$ cat src/rtl/bit_tally_accum.sv
// Accumulates per-byte ones/zeros counts over a fixed-length frame and hands the
// frame totals, a balance flag and an integrity flag downstream over valid/ready.
module bit_tally_accum #(
  parameter int FRAME_LEN = 64,
  parameter int CNT_W     = 10
) (
  input  logic             clk,
  input  logic             n_rst,
  input  logic             byte_valid,
  input  logic [3:0]       num0,
  input  logic [3:0]       num1,
  input  logic             frame_abort,
  output logic             byte_ready,
  output logic             tally_valid,
  input  logic             tally_ready,
  output logic [CNT_W-1:0] ones_total,
  output logic [CNT_W-1:0] zeros_total,
  output logic             balanced,
  output logic             count_err
);

  // Wide enough to hold FRAME_LEN itself, which is the count while a frame is held.
  localparam int BC_W = (FRAME_LEN > 1) ? $clog2(FRAME_LEN + 1) : 1;

  typedef enum logic [1:0] {
    S_IDLE  = 2'd0,
    S_ACCUM = 2'd1,
    S_HOLD  = 2'd2
  } state_e;

  state_e            state_q, state_d;
  logic [CNT_W-1:0]  ones_q, ones_d;
  logic [CNT_W-1:0]  zeros_q, zeros_d;
  logic [BC_W-1:0]   byte_cnt_q, byte_cnt_d;
  logic              count_err_q, count_err_d;
  logic              balanced_q, balanced_d;
  logic              tally_valid_q, tally_valid_d;
  logic              byte_ready_q, byte_ready_d;

  logic              accept;
  logic              clear;
  logic              last_byte;
  logic [4:0]        byte_sum;

  // Abort outranks everything; a held frame is released only by the handshake.
  assign clear     = frame_abort || ((state_q == S_HOLD) && tally_ready);
  assign accept    = !frame_abort && byte_ready_q && byte_valid;
  assign last_byte = (byte_cnt_q == BC_W'(FRAME_LEN - 1));
  assign byte_sum  = {1'b0, num0} + {1'b0, num1};

  // NOTE: every variable gets a default at the top of always_comb so that no
  // path leaves it unassigned, which would otherwise infer a latch.
  always_comb begin
    state_d       = state_q;
    ones_d        = ones_q;
    zeros_d       = zeros_q;
    byte_cnt_d    = byte_cnt_q;
    count_err_d   = count_err_q;
    balanced_d    = balanced_q;
    tally_valid_d = tally_valid_q;

    if (clear) begin
      state_d       = S_IDLE;
      ones_d        = '0;
      zeros_d       = '0;
      byte_cnt_d    = '0;
      count_err_d   = 1'b0;
      balanced_d    = 1'b0;
      tally_valid_d = 1'b0;
    end else if (accept) begin
      ones_d     = ones_q + CNT_W'(num1);
      zeros_d    = zeros_q + CNT_W'(num0);
      byte_cnt_d = byte_cnt_q + BC_W'(1);
      if (byte_sum != 5'd8) begin
        count_err_d = 1'b1;
      end
      if (last_byte) begin
        state_d       = S_HOLD;
        tally_valid_d = 1'b1;
        balanced_d    = (ones_d == zeros_d);
      end else begin
        state_d = S_ACCUM;
      end
    end

    // Registered so upstream sees no combinational path from our inputs.
    byte_ready_d = (state_d != S_HOLD);
  end

  // NOTE: sequential state uses non-blocking assignments only, so every flop
  // samples the pre-edge values regardless of statement order.
  always_ff @(posedge clk or negedge n_rst) begin
    if (!n_rst) begin
      state_q       <= S_IDLE;
      ones_q        <= '0;
      zeros_q       <= '0;
      byte_cnt_q    <= '0;
      count_err_q   <= 1'b0;
      balanced_q    <= 1'b0;
      tally_valid_q <= 1'b0;
      byte_ready_q  <= 1'b1;
    end else begin
      state_q       <= state_d;
      ones_q        <= ones_d;
      zeros_q       <= zeros_d;
      byte_cnt_q    <= byte_cnt_d;
      count_err_q   <= count_err_d;
      balanced_q    <= balanced_d;
      tally_valid_q <= tally_valid_d;
      byte_ready_q  <= byte_ready_d;
    end
  end

  assign byte_ready  = byte_ready_q;
  assign tally_valid = tally_valid_q;
  assign ones_total  = ones_q;
  assign zeros_total = zeros_q;
  assign balanced    = balanced_q;
  assign count_err   = count_err_q;

endmodule

$ cat config.mk
export PLATFORM = sky130hd
export DESIGN_NAME = bit_tally_accum
export DESIGN_NICKNAME = d
export VERILOG_FILES = /design/src/rtl/bit_tally_accum.sv
export SDC_FILE = /design/constraint.sdc
export NUM_CORES = 1
export LEC_CHECK = 0
export BUFFER_PORTS_ARGS = -buffer_cell sky130_fd_sc_hd__buf_2
export CORE_MARGIN = 2
export CORE_UTILIZATION = 45
export CTS_CLUSTER_DIAMETER = 200
export CTS_CLUSTER_SIZE = 8
export DETAILED_ROUTE_END_ITERATION = 7
export GPL_ROUTABILITY_DRIVEN = 0
export HOLD_SLACK_MARGIN = 0.15
export PLACE_DENSITY = 0.79
export SKIP_CTS_REPAIR_TIMING = 1
export SLEW_MARGIN = 20
export SYNTH_ARGS = -nofsm -noshare
export SYNTH_HDL_FRONTEND = slang
export SYNTH_SLANG_ARGS = --single-unit
$ cat constraint.sdc
create_clock -name clk -period 1.98 [get_ports clk]
set_clock_uncertainty 0.1 [all_clocks]
set_input_delay 0.396 -clock clk [delete_from_list [all_inputs] [get_ports clk]]
set_output_delay 0.396 -clock clk [all_outputs]
set_load 0.01 [all_outputs]
# After elaboration in Yosys (flattened, before gate mapping)
# Index checks and enable logic that the tools add are counted.
# classes
addsub	4
eq_ne	5
mux	18
reduce_logical	10
# op_table
operator	n
$mux 10	4
$add 10x4->10	2
$mux 7	2
$eq 10x10->1	1
$mux 1	9
$add 7x1->7 const B	1
$eq 7x6->1 const B	1
$mux 2	3
$reduce_bool 2->1	3
$add 4x4->5	1
$ne 5x4->1 const B	1
$reduce_and 2->1	2
$logic_and 1x1->1	3
$eq 2x2->1 const B	1
$ne 2x2->1 const B	1
$logic_not 1->1	1
$logic_or 1x1->1	1
# totals
register_bits	33
input_bits	13
output_inout_bits	24
wordCells	45

# Logic depth before layout (Yosys ltp)
# logic_depth
ltp_word	6
mapped_depth	11
depth_no_buf	10

# Worst setup path before layout
# OpenSTA, ideal clock, no wires.
# synth_path
kind	register to register
from	reg zeros_q[0] (netlist: zeros_total[0])
to	reg balanced_q (netlist: balanced)
setup_ns	0.076
arrival_time_ns	2.092
required_ns	1.804
slack_ns	-0.288
path_stages_with_launch	12
path_buffers	1
period_less_slack_ns	2.268
cell_sequence	dfrtp_1 > ha_1 > inv_1 > fa_1 > and2b_1 > o22ai_2 > buf_4 > xnor2_1 > a211oi_1 > o21ai_0 > o2111ai_1 > o21ai_1
# synth_between
elab_chain_cells	5
# synth_lines
element	line	source
start: declaration	33	logic [CNT_W-1:0] zeros_q, zeros_d;
start signal: assignment	105	zeros_q <= zeros_d;
$add 10x4->10	72	zeros_d = zeros_q + CNT_W'(num0);
$eq 10x10->1	80	balanced_d = (ones_d == zeros_d);
$mux 1	77	if (last_byte) begin
$mux 1	70	end else if (accept) begin
$mux 1	62	if (clear) begin
end signal: assignment	108	balanced_q <= balanced_d;
end: declaration	36	logic balanced_q, balanced_d;
# No other way between the ends. The select of a mux whose other input is x is not followed.
# A chain may end at the register's enable or synchronous reset.

# Worst setup path in the final report
# Ends and elaborated chain as after synthesis.

==> results.md <==
* RSZ-0062 raised after global routing: yes
* Worst-skew pair later-pin latency at 300 ps
* Row count at 25
* Vias in the first global route at 2051
* Setup TNS at -909 ps
* Critical Path RT at 2110 ps
* PortBufs at 36
* Starting Density at 46.5%
* Yosys warns at 0
* Total iterations of the first detailed-routing run at 4
* Mean Syn Cell Area at 9.20 µm²
* WHS at 317 ps
* Slowest stage delay, CP at 370 ps
* Post-synth cell types at 44
* Critical Path End Type: flop
* Setup slack at placement at -465 ps
* Most common cell in the netlist: nor2_1
* R2R depth at 9
* Crit-path slowest cell: dfrtp_1
* Worst Hold Launch: frame_abort
* Initial DRC count at 113
* CP Depth at 9
* Nets at 349
* Synth area leader: dfrtp_1
* First-pass GRT wire length at 9250 µm
* Seq/Total Area, Yosys at 37.9%
* Worst-Margin Slew at 923 ps
* Endpoints failing hold at 0
* Maximum vdd drop at 0.000460 V
* Mapped Nets at 266
* Area grow syn2layout at 38.4%
* PwrDens at 600 nW/µm²
* Wirelength per Cell at 15.6 µm
* Worst path bufs/invs at 1
* Max clock buf depth at 2
* DRC Markers at 0
* Synth Register Bits at 33
* Num CTS Buffers at 5
* Failing checks: setup timing
* Outcome: finished with violations
* Detailed-route vias per instance at 5.41
* GRT Util Overall at 22.6%
* Worst Hold Class: primary input to flop
* Cell family with most CP delay: simple AND/OR/NAND/NOR gates
* Final Util at 64.3%
* Total Routed Length at 5840 µm
* Crit path launch: zeros_total[0]$_DFFE_PN0P_
* Synth top area cells: dfrtp_1, xnor2_1, ha_1
* Total congestion overflow at 0
* Area share of the largest cell type after synthesis at 36.7%
* Total power at 1.81 mW
* Mapped Cells at 237
* Vias at 2030
* Clk sinks at 33
* Fin crit share at 117%
* Share of layout cells above drive strength 1 at 38.3%
* RR Startpoint: zeros_total[0]$_DFFE_PN0P_
* Crit start category: flop
* Synth cell count leaders: nor2_1, dfrtp_1, xnor2_1, nand2_1, xor2_1
* Antenna Nets Post-Route at 0
* CP Data Arrival Time at 2450 ps
* Min setup slack post-route at -342 ps
* Worst Hold Depth at 3
* Core Footprint at 4690 µm²
* Post-synth EDFFs at 0
* H-tree Lvls at 2
* Max_cap viols at 0
* P_leak at 1.42 nW
* Tmin final at 2320 ps
* N_diodes at 0
* CTS root buf: clkbuf_8
* Crit path cell chain: ha_2, inv_2, fa_2, and2b_2, o22ai_4, or3_1, a221oi_2, o2111ai_1, o21ai_1
* Maximum number of pins on one net before global-route repair at 34
* IO Pins at 37
* Die Span Y at 73.6 µm
* Clock tree from TritonCTS: built
* Syn Std Cell Area at 2180 µm²
* Die area at 5420 µm²
* Ys flop type: dfrtp_1
* Slew Limit Fails at 0
* Dpl hpwl at 4150 µm
* FFs w/ async S/R, synth at 100%
* Final setup violation count at 7
* Fmax at 431 MHz
* Critical path class: flop to flop
* Reg clk slew, reported paths at 70 ps
* Max transition margin at 38.0%
* CP Max Fanout at 6
* Initial antenna violation count at 0
* Die span in x at 73.6 µm
-- worst reg2reg max path, stage by stage (launching register included) --
cell and delay, ps:
dfrtp_1 370, ha_2 200, inv_2 40, fa_2 330, and2b_2 260, o22ai_4 100, or3_1 350, a221oi_2 220
o2111ai_1 130, o21ai_1 150
-- registers in the layout, summed over array words and instances (netlist names) --
signal	cells
count_err	1
byte_ready	1
ones_total	10
zeros_total	10
state_q	2
balanced	1
tally_valid	1
byte_cnt_q	7
-- through the flow --
| step | instances | area [µm²] |
|---|---|---|
| after floorplan | 237 | 2220 |
| after global placement | 363 | 2770 |
| after detailed placement | 363 | 2770 |
| after CTS | 371 | 2860 |
| after global routing | 375 | 3020 |
| final | 375 | 3020 |
-- per-layer routing --
layer	vias up	track usage, %	part of all wire (%)
met5	-	0	0
met4	0	8.89	2.4
met3	18	5.90	6.2
met2	62	37.5	49
met1	971	27.9	43
li1	979	-	-
-- logic make-up after synthesis --
| family | count (synthesis) | synth area share, % |
|---|---|---|
| AND/OR/NAND/NOR | 94 | 20.5 |
| AO/OA/AOI/OAI | 42 | 13.6 |
| XOR/XNOR | 36 | 14.5 |
| flip-flops | 33 | 37.9 |
| buffers and inverters | 16 | 3.27 |
| adder cells (fa/ha/maj) | 16 | 10.2 |
-- power breakdown --
group	switching, mW	leakage (nW)	total (mW)	internal, mW
logic	0.286	0.926	0.576	0.290
clock network	0.268	0.0439	0.510	0.242
registers	0.0254	0.447	0.727	0.702
-- final cells by class --
| cell class | instances | area, µm² |
|---|---|---|
| clock buffer | 5 | 68.8 |
| multi-input combinational | 188 | 1440 |
| tap | 54 | 67.6 |
| inverter | 8 | 30.0 |
| clock inverter | 3 | 17.5 |
| fill | 355 | 1670 |
| sequential | 33 | 828 |
| timing repair buffer | 84 | 567 |
-- layout by cell type, fill, tap and decap left out, drive strengths merged, types with 2 or more instances in the layout --
cell type	synthesis	final
nand3	8	8
inv	8	8
xor2	15	15
ha	13	13
nand4	2	2
fa	3	3
o21ai	15	15
clkinv	0	2
a21oi	7	7
xnor2	21	21
nor3	6	6
nand2	19	19
nor3b	4	4
buf	4	83
nand2b	2	2
or3	5	5
or2	3	3
clkbuf	4	5
a211oi	4	4
nor2	38	38
a22o	7	7
and4	2	2
dfrtp	32	32
-- final timing paths --
check,slack (ps),to
min reg2reg,410,tally_valid$_DFFE_PN0P_
max in group asynchronous,1050,byte_ready$_DFF_PN1_
max reg2reg,-340,balanced$_DFFE_PN0P_
min in group asynchronous,490,byte_cnt_q[0]$_DFFE_PN0P_
min,320,byte_ready$_DFF_PN1_
max,-340,balanced$_DFFE_PN0P_
(Power assumes the default switching activity.)
